<file path="config.mk">
export PLATFORM = sky130hd
export DESIGN_NAME = gpio_conv_sequencer
export DESIGN_NICKNAME = d
export VERILOG_FILES = /design/src/rtl/gpio_conv_sequencer.sv
export SDC_FILE = /design/constraint.sdc
export NUM_CORES = 1
export LEC_CHECK = 0
export ABC_CLOCK_PERIOD_IN_PS = 11100
export BUFFER_PORTS_ARGS = -buffer_cell sky130_fd_sc_hd__buf_4
export CAP_MARGIN = 20
export CORE_ASPECT_RATIO = 1.75
export CORE_MARGIN = 4
export CORE_UTILIZATION = 55
export DETAILED_ROUTE_END_ITERATION = 10
export GPL_ROUTABILITY_DRIVEN = 0
export PLACE_DENSITY = 0.8
export SETUP_SLACK_MARGIN = 0.2
export SLEW_MARGIN = 20
export SYNTH_ARGS = -nofsm -noshare
export SYNTH_HDL_FRONTEND = slang
export SYNTH_SLANG_ARGS = --single-unit
</file>
<file path="constraint.sdc">
create_clock -name CLK100MHZ -period 11.1 [get_ports CLK100MHZ]
set_input_delay 1.11 -clock CLK100MHZ [delete_from_list [all_inputs] [get_ports CLK100MHZ]]
set_output_delay 1.11 -clock CLK100MHZ [all_outputs]
set_load 0.01 [all_outputs]
</file>
<file path="src/rtl/gpio_conv_sequencer.sv">
// Toggle-handshaked GPIO command sequencer for the convolution datapath: bank writes, runs, result reads.
// Optional run watchdog: define CONV_SEQ_WATCHDOG_EN.
module gpio_conv_sequencer #(
  parameter int N_BANKS     = 3,
  parameter int RAM_WIDTH   = 13,
  parameter int NB_ADDRESS  = 10,
  parameter int NB_IMAGE    = 10,
  parameter int GPIO_D      = 32,
  parameter int RD_LAT      = 1,
  parameter int TIMEOUT_CYC = 65535
) (
  input  logic                  CLK100MHZ,
  input  logic                  i_reset,
  input  logic [GPIO_D-1:0]     i_gpio_cmd,
  output logic [GPIO_D-1:0]     o_gpio_status,
  output logic [N_BANKS-1:0]    o_bank_wen,
  output logic [NB_ADDRESS-1:0] o_bank_addr,
  output logic [RAM_WIDTH-1:0]  o_bank_data,
  output logic [NB_ADDRESS-1:0] o_res_addr,
  input  logic [RAM_WIDTH-1:0]  i_res_data,
  output logic [NB_IMAGE-1:0]   o_img_length,
  output logic                  o_start,
  output logic                  o_valid,
  input  logic                  i_eop
);

  // state   | meaning
  // IDLE    | waiting for a pending command, decodes it
  // RUN     | convolution running, waiting for i_eop
  // RD_WAIT | counting down result-bank read latency
  typedef enum logic [1:0] {IDLE = 2'd0, RUN = 2'd1, RD_WAIT = 2'd2} state_t;

  localparam logic [2:0] OP_NOP      = 3'd0;
  localparam logic [2:0] OP_SET_LEN  = 3'd1;
  localparam logic [2:0] OP_WR_BANK  = 3'd2;
  localparam logic [2:0] OP_RST_PTR  = 3'd3;
  localparam logic [2:0] OP_START    = 3'd4;
  localparam logic [2:0] OP_READ_RES = 3'd5;
  localparam logic [2:0] OP_SOFT_RST = 3'd6;

  localparam logic [4:0]          N_BANKS_L   = 5'(N_BANKS);
  localparam logic [1:0]          RD_LOAD     = 2'(RD_LAT - 1);
  localparam logic [NB_IMAGE-1:0] IMG_LEN_RST = NB_IMAGE'(10);

  state_t                  state;
  logic [GPIO_D-1:0]       cmd_q;
  logic                    ack;
  logic                    busy;
  logic                    done;
  logic                    error;
  logic [RAM_WIDTH-1:0]    rd_data;
  logic [NB_ADDRESS-1:0]   wr_ptr [N_BANKS];
  logic [NB_ADDRESS-1:0]   res_ptr;
  logic [1:0]              rd_cnt;

  logic                    pending;
  logic [2:0]              op;
  logic [3:0]              bank;
  logic [RAM_WIDTH-1:0]    data;
  logic                    bank_ok;

  assign pending = cmd_q[31] != ack;
  assign op      = cmd_q[30:28];
  assign bank    = cmd_q[27:24];
  assign data    = cmd_q[RAM_WIDTH-1:0];
  assign bank_ok = {1'b0, bank} < N_BANKS_L;

  generate
    if (RAM_WIDTH < 24) begin : g_unused_cmd
      logic unused_cmd;
      assign unused_cmd = ^cmd_q[23:RAM_WIDTH];
    end
  endgenerate

`ifdef CONV_SEQ_WATCHDOG_EN
  localparam int            WD_W    = (TIMEOUT_CYC > 1) ? $clog2(TIMEOUT_CYC) : 1;
  localparam logic [WD_W-1:0] WD_LOAD = WD_W'(TIMEOUT_CYC - 1);
  logic [WD_W-1:0] wd_cnt;
`else
  logic unused_timeout;
  assign unused_timeout = (TIMEOUT_CYC != 0);
`endif

  always_comb begin
    o_gpio_status                  = '0;
    o_gpio_status[31]              = ack;
    o_gpio_status[30]              = busy;
    o_gpio_status[29]              = done;
    o_gpio_status[28]              = error;
    o_gpio_status[RAM_WIDTH-1:0]   = rd_data;
  end

  always_ff @(posedge CLK100MHZ or posedge i_reset) begin
    if (i_reset) cmd_q <= '0;
    else         cmd_q <= i_gpio_cmd;
  end

  always_ff @(posedge CLK100MHZ or posedge i_reset) begin
    if (i_reset) begin
      state        <= IDLE;
      ack          <= 1'b0;
      busy         <= 1'b0;
      done         <= 1'b0;
      error        <= 1'b0;
      rd_data      <= '0;
      res_ptr      <= '0;
      rd_cnt       <= '0;
      o_bank_wen   <= '0;
      o_bank_addr  <= '0;
      o_bank_data  <= '0;
      o_res_addr   <= '0;
      o_img_length <= IMG_LEN_RST;
      o_start      <= 1'b0;
      o_valid      <= 1'b0;
      for (int b = 0; b < N_BANKS; b++) wr_ptr[b] <= '0;
`ifdef CONV_SEQ_WATCHDOG_EN
      wd_cnt       <= '0;
`endif
    end else if (pending && op == OP_SOFT_RST) begin
      // Soft reset wins in every state and keeps the programmed image length.
      state        <= IDLE;
      ack          <= ~ack;
      busy         <= 1'b0;
      done         <= 1'b0;
      error        <= 1'b0;
      rd_data      <= '0;
      res_ptr      <= '0;
      rd_cnt       <= '0;
      o_bank_wen   <= '0;
      o_bank_addr  <= '0;
      o_bank_data  <= '0;
      o_res_addr   <= '0;
      o_start      <= 1'b0;
      o_valid      <= 1'b0;
      for (int b = 0; b < N_BANKS; b++) wr_ptr[b] <= '0;
`ifdef CONV_SEQ_WATCHDOG_EN
      wd_cnt       <= '0;
`endif
    end else begin
      o_bank_wen <= '0;
      o_start    <= 1'b0;
      case (state)
        IDLE: begin
          if (pending) begin
            case (op)
              OP_NOP: ack <= ~ack;
              OP_SET_LEN: begin
                o_img_length <= cmd_q[NB_IMAGE-1:0];
                ack          <= ~ack;
              end
              OP_WR_BANK: begin
                ack <= ~ack;
                if (bank_ok) begin
                  o_bank_data <= data;
                  for (int b = 0; b < N_BANKS; b++) begin
                    if (bank == 4'(b)) begin
                      o_bank_wen[b] <= 1'b1;
                      o_bank_addr   <= wr_ptr[b];
                      wr_ptr[b]     <= wr_ptr[b] + 1'b1;
                      if (wr_ptr[b] == '1) error <= 1'b1;
                    end
                  end
                end else begin
                  error <= 1'b1;
                end
              end
              OP_RST_PTR: begin
                for (int b = 0; b < N_BANKS; b++) wr_ptr[b] <= '0;
                res_ptr <= '0;
                error   <= 1'b0;
                done    <= 1'b0;
                ack     <= ~ack;
              end
              OP_START: begin
                o_start <= 1'b1;
                o_valid <= 1'b1;
                busy    <= 1'b1;
                done    <= 1'b0;
                ack     <= ~ack;
                state   <= RUN;
`ifdef CONV_SEQ_WATCHDOG_EN
                wd_cnt  <= WD_LOAD;
`endif
              end
              OP_READ_RES: begin
                o_res_addr <= res_ptr;
                rd_cnt     <= RD_LOAD;
                state      <= RD_WAIT;
              end
              default: begin
                error <= 1'b1;
                ack   <= ~ack;
              end
            endcase
          end
        end
        RUN: begin
          if (i_eop) begin
            o_valid <= 1'b0;
            busy    <= 1'b0;
            done    <= 1'b1;
            state   <= IDLE;
`ifdef CONV_SEQ_WATCHDOG_EN
          end else if (wd_cnt == '0) begin
            o_valid <= 1'b0;
            busy    <= 1'b0;
            done    <= 1'b0;
            error   <= 1'b1;
            state   <= IDLE;
          end else begin
            wd_cnt  <= wd_cnt - 1'b1;
`endif
          end
        end
        RD_WAIT: begin
          if (rd_cnt == '0) begin
            rd_data <= i_res_data;
            ack     <= ~ack;
            res_ptr <= res_ptr + 1'b1;
            state   <= IDLE;
          end else begin
            rd_cnt  <= rd_cnt - 1'b1;
          end
        end
        default: state <= IDLE;
      endcase
    end
  end

endmodule

</file>
==> results.py, run 1 <==
metrics = {
    "die": {
        "coreArea_mm2": 0.0107,
        "ios": 128,
        "num_rows": 50,
        "start_util": 0.560,
        "die_w_um": 86.9,
        "fp.dieH_um": 146,
        "dieArea_mm2": 0.0127,
    },
    "place": {
        "port_buffers": 101,
        "dpl_cell_area_mm2": 0.00674,
        "place_hpwl_mm": 10.3,
        "placed_cells": 735,
        "dpl_worst_slack_ns": 8.18,
    },
    "pwr": {
        "powerDensity_mw_per_mm2": 187,
        "leakagePower_nw": 3.38,
        "ir_drop_uv": 154,
        "finalPower_mw": 1.38,
    },
    "timing": {
        "setup_viol": 0,
        "min_period_over_period": 0.238,
        "final_max_slew_viol_count": 0,
        "hold_slack_ns": 0.476,
        "skew_ns": 0.00862,
        "rsz0062_at_grt": "false",
        "fmax_mhz": 379,
        "tightest_slew_ns": 0.995,
        "finalCriticalPeriod_ns": 2.64,
        "fin_ws_ns": 8.46,
        "slew_headroom": 0.337,
        "tns_ns": 0,
        "hold_viol": 0,
    },
    "finish": {
        "fin_util": 0.692,
        "final_cell_mix": "dfrtp_1, buf_4, a22o_1",
        "final_cell_area_mm2": 0.00740,
        "final_common_cell": "dfrtp_1",
        "nets": 678,
        "area_growth_pct": 23.6,
        "stdcell_count": 768,
        "num_antenna_cells": 0,
        "drive_above_1_share": 0.273,
    },
    "status": {
        "status": "completed",
    },
    "min_path": {
        "hold_class": "flop to flop",
        "hold_depth": 1,
        "hp-start": "rd_cnt[0]",
        "holdPathEnd": "rd_cnt[0]",
    },
    "worst_setup_path": {
        "reg2reg_to": "res_ptr[0]",
        "worst-path-buf-inv": 0,
        "cp.required_ns": 11.45,
        "critical_path.max_stage_delay_ns": 0.78,
        "crit_path_start_kind": "flop",
        "cp_cell_sequence": "xnor2_1, o21ai_0, nor3_4, mux2_2",
        "path_delay_family": "XOR/XNOR gates",
        "ff2ff_path_depth": 4,
        "endpoint_kind": "flop",
        "path_max_fanout": 19,
        "arrival_ns": 2.99,
        "cpMaxStageDelayCell": "xnor2_1",
        "criticalPathCategory": "flop to flop",
        "r2r-start": "cmd_q[31]",
        "r2r_slack_ns": 8.46,
    },
    "logic_synthesis": {
        "ys_types": 61,
        "synthArstFlopShare": 1.00,
        "synthTopCellsByArea": "dfrtp_1, a22o_1, buf_4",
        "synthFlopType": "dfrtp_1",
        "synth_warnings": 0,
        "yosysTopAreaCell": "dfrtp_1",
        "synth_top_area_share": 0.530,
        "syn_avg_cell_area_um2": 11.3,
        "synth.ff_latch_count": 129,
        "synth-edff-count": 0,
        "synthCells": 530,
        "synth-seq-area-share": 0.539,
        "synth_area_mm2": 0.00599,
    },
    "routing": {
        "drcViolationCount": 0,
        "dr.pass1.iters": 4,
        "finalWirelength_mm": 14.4,
        "num_vias": 4681,
        "ant_nets": 0,
        "post_drt_wl_per_cell_um": 18.8,
        "viasPerCell": 6.10,
        "first_iter_violations": 279,
    },
    "grt": {
        "grt_pass1_wl_mm": 23.7,
        "grt_pass1_vias": 4923,
        "grt_overflow": 0,
        "grt_max_degree": 87,
        "antenna_found_initial": 0,
        "grt_usage": 0.235,
    },
    "clock_tree": {
        "cts-buffers-inserted": 17,
        "clk_latency_ns": 0.41,
        "clock-sinks": 129,
        "cts_resized": 0,
        "cts_root_buffer": "clkbuf_16",
        "holdBufCountCts": 0,
        "post_cts_buffers": 0,
        "clk_pin_slew_ns": 0.06,
        "cts_tree": "yes",
        "clk_path_buf_depth": 2,
        "htree_levels": 4,
    },
    "job": {
        "drv_cap": 0,
    },
}
## flip-flops by register name, summed over array words and instances (netlist names), 3 cells and up
register,cells
o_bank_data,13
o_bank_addr,10
o_res_addr,10
res_ptr,10
rd_data,13
o_img_length,10
wr_ptr,30
cmd_q,21
o_bank_wen,3
## how the worst max path moves through the flow
stage	end	from	depth (start not counted)	slack, ns
after detailed placement	res_ptr[0]	cmd_q[31]	4	8.18
final	res_ptr[0]	cmd_q[31]	4	8.46
after global placement	res_ptr[0]	ack	4	8.31
after floorplan	ack	i_reset	1	6.55
after global routing	res_ptr[0]	cmd_q[31]	4	8.18
after CTS	res_ptr[0]	cmd_q[31]	4	8.17
## cells in the mapped netlist, types with 2 or more instances
master,n
a211o_1,8
a211oi_1,10
a21o_1,2
a21oi_1,17
a22o_1,53
and3_1,7
and3b_1,4
and4_1,2
buf_2,8
buf_4,23
buf_6,2
clkbuf_1,15
dfrtp_1,127
dfstp_2,2
ha_1,5
inv_1,10
mux2_2,14
mux2i_1,15
nand2_1,34
nand2b_1,5
nand3_1,17
nand3_2,2
nand3b_1,4
nand4_1,5
nor2_1,14
nor2b_1,4
nor3_1,8
nor4b_2,3
o211ai_1,4
o21a_1,3
o21ai_0,29
o22ai_1,6
o31ai_1,16
or2_1,2
or2_2,4
or3_1,8
or4_1,14
## cells by family (layout without fill, tap and decap cells)
logic type,count (synthesis),count (layout),share of synthesized area
other,1,15,0.000626
AND/OR/NAND/NOR,148,148,0.147
adder cells (fa/ha/maj),5,5,0.0104
AO/OA/AOI/OAI,158,158,0.192
multiplexers,29,29,0.0514
flip-flops,129,129,0.539
XOR/XNOR,2,2,0.00418
buffers and inverters,58,152,0.0549
## power breakdown
part / switching (mW) / internal, mW
Combinational: 0.116 / 0.105
Sequential: 0.0405 / 0.520
Clock: 0.195 / 0.405
## per-layer routing
layer | track usage | part of all wire | vias up
li1 | - | - | 2166
met1 | 0.252 | 0.37 | 2325
met2 | 0.418 | 0.55 | 154
met3 | 0.0548 | 0.054 | 36
met4 | 0.116 | 0.031 | 0
met5 | 0 | 0 | -
## worst register-to-register path, cell delays in order, from the launching register on
cell     delay (ns)
dfrtp_1        0.45
xnor2_1        0.78
o21ai_0        0.42
nor3_4         0.66
mux2_2         0.28
## area by class of cell
cell class,count,area (um^2)
clock buffer,23,498
clock inverter,9,151
fill,797,3300
inverter,10,40.0
multi-input combinational,357,2490
sequential,129,3230
tap,130,163
timing repair buffer,110,830
No activity file was read; power rests on OpenSTA's default activity.
==> run 2: changes to the inputs <==
ABC_CLOCK_PERIOD_IN_PS = 2690   (was 11100)
clock period = 2.69 ns   (was 11.1 ns; I/O delays follow)
==> results.py, run 2 (synthesized netlist as in run 1, its figures left out) <==
metrics = {
    "status": {
        "status": "completed",
    },
    "routing": {
        "drcViolationCount": 0,
        "ant_nets": 0,
        "num_vias": 4903,
        "dr.pass1.iters": 5,
        "post_drt_wl_per_cell_um": 18.5,
        "viasPerCell": 6.16,
        "finalWirelength_mm": 14.7,
        "first_iter_violations": 354,
    },
    "die": {
        "ios": 128,
        "fp.dieH_um": 146,
        "die_w_um": 86.9,
        "start_util": 0.560,
        "coreArea_mm2": 0.0107,
        "dieArea_mm2": 0.0127,
        "num_rows": 50,
    },
    "pwr": {
        "power_switching_mw": 1.54,
        "powerDensity_mw_per_mm2": 739,
        "clkPwrFrac": 0.420,
        "finalPower_mw": 5.65,
        "switching_share": 0.273,
        "ir_drop_uv": 577,
        "comb_power_share": 0.170,
        "p_seq_frac": 0.410,
        "leakagePower_nw": 3.48,
        "p_int_mw": 4.11,
    },
    "job": {
        "drv_cap": 0,
    },
    "worst_setup_path": {
        "endpoint_kind": "flop",
        "ff2ff_path_depth": 6,
        "path_max_fanout": 19,
        "r2r-start": "ack",
        "crit_path_start_kind": "flop",
        "r2r_slack_ns": 0.36,
        "criticalPathCategory": "flop to flop",
        "worstSetupEndpoint": "res_ptr[0]",
        "cp.required_ns": 3.00,
        "reg2reg_to": "res_ptr[0]",
        "arrival_ns": 2.63,
        "crit_start": "ack",
    },
    "place": {
        "dpl_cell_area_mm2": 0.00681,
        "dpl_worst_slack_ns": 0.411,
        "place_hpwl_mm": 10.1,
        "port_buffers": 101,
    },
    "clock_tree": {
        "cts_tree": "yes",
        "clk_path_buf_depth": 2,
        "clk_pin_slew_ns": 0.06,
        "post_cts_buffers": 0,
        "cts_root_buffer": "clkbuf_16",
        "holdBufCountCts": 21,
        "cts-buffers-inserted": 17,
        "clock-sinks": 129,
        "htree_levels": 4,
        "cts_resized": 0,
        "clk_latency_ns": 0.42,
    },
    "grt": {
        "grt_usage": 0.237,
        "grt_max_degree": 130,
        "grt_overflow": 0,
        "grt_pass1_vias": 4957,
        "antenna_found_initial": 0,
        "grt_pass1_wl_mm": 23.8,
    },
    "finish": {
        "final_cell_mix": "dfrtp_1, buf_4, a22o_1",
        "drive_above_1_share": 0.275,
        "nets": 706,
        "final_common_cell": "dfrtp_1",
        "top_register": "wr_ptr",
        "area_growth_pct": 27.6,
        "largest_reg_flops": 30,
        "num_antenna_cells": 0,
        "final_cell_area_mm2": 0.00764,
        "largestRegisters": "wr_ptr: 30 flops, cmd_q: 21 flops",
    },
    "timing": {
        "rsz0062_at_grt": "false",
        "finalCriticalPeriod_ns": 2.33,
        "min_period_over_period": 0.865,
        "fin_ws_ns": 0.363,
        "hold_slack_ns": 0.0537,
        "tns_ns": 0,
        "setup_viol": 0,
        "slew_headroom": 0.302,
        "skew_ns": 0.00828,
        "hold_viol": 0,
        "final_max_slew_viol_count": 0,
        "fmax_mhz": 430,
        "tightest_slew_ns": 1.05,
    },
    "min_path": {
        "hold_class": "input pin to asynchronous set/reset pin",
    },
}
## run 2: per-layer routing
metal  vias to the layer above  routed length (um)  global-route usage
li1                       2215                   -                   -
met1                      2446                5340               0.258
met2                       208                8170               0.427
met3                        34                 878              0.0514
met4                         0                 353               0.109
met5                         -                   0                   0
## run 2: power by group through the flow
stage	combinational [mW]	clock [mW]	sequential (mW)
finish	0.962	2.37	2.32
CTS	0.970	2.40	2.31
floorplan	0.527	0	2.36
detailed placement	0.935	0	2.34
global route	1.05	2.50	2.34
global placement	0.906	0	2.33
## run 2: worst min-delay path by stage
stage | start | end | cells after the start
detailed placement | i_gpio_cmd[26] | cmd_q[26] | 1
global route | i_res_data[2] | rd_data[2] | 2
global placement | i_gpio_cmd[24] | cmd_q[24] | 1
finish | i_reset | o_res_addr[1] | 3
floorplan | i_gpio_cmd[0] | cmd_q[0] | 0
CTS | i_res_data[4] | rd_data[4] | 2
## run 2: worst max-delay path, cell delays in order, from the launching register on
cell and delay, ns:
dfrtp_1 0.46, xor2_2 0.20, buf_4 0.20, a21oi_1 0.76, nor3_2 0.09, buf_4 0.23
mux2_2 0.27
## run 2: final cells by class
class	instances	area (um^2)
sequential	129	3230
fill	766	3060
multi-input combinational	357	2490
timing repair buffer	138	1100
clock buffer	18	439
clock inverter	14	180
tap	130	163
inverter	10	41.3
## run 2: through the flow
step / instances / util
5_1_grt: 796 / 0.714
4_1_cts: 796 / 0.714
3_5_place_dp: 743 / 0.637
6_report: 796 / 0.714
3_3_place_gp: 743 / 0.637
2_1_floorplan: 544 / -
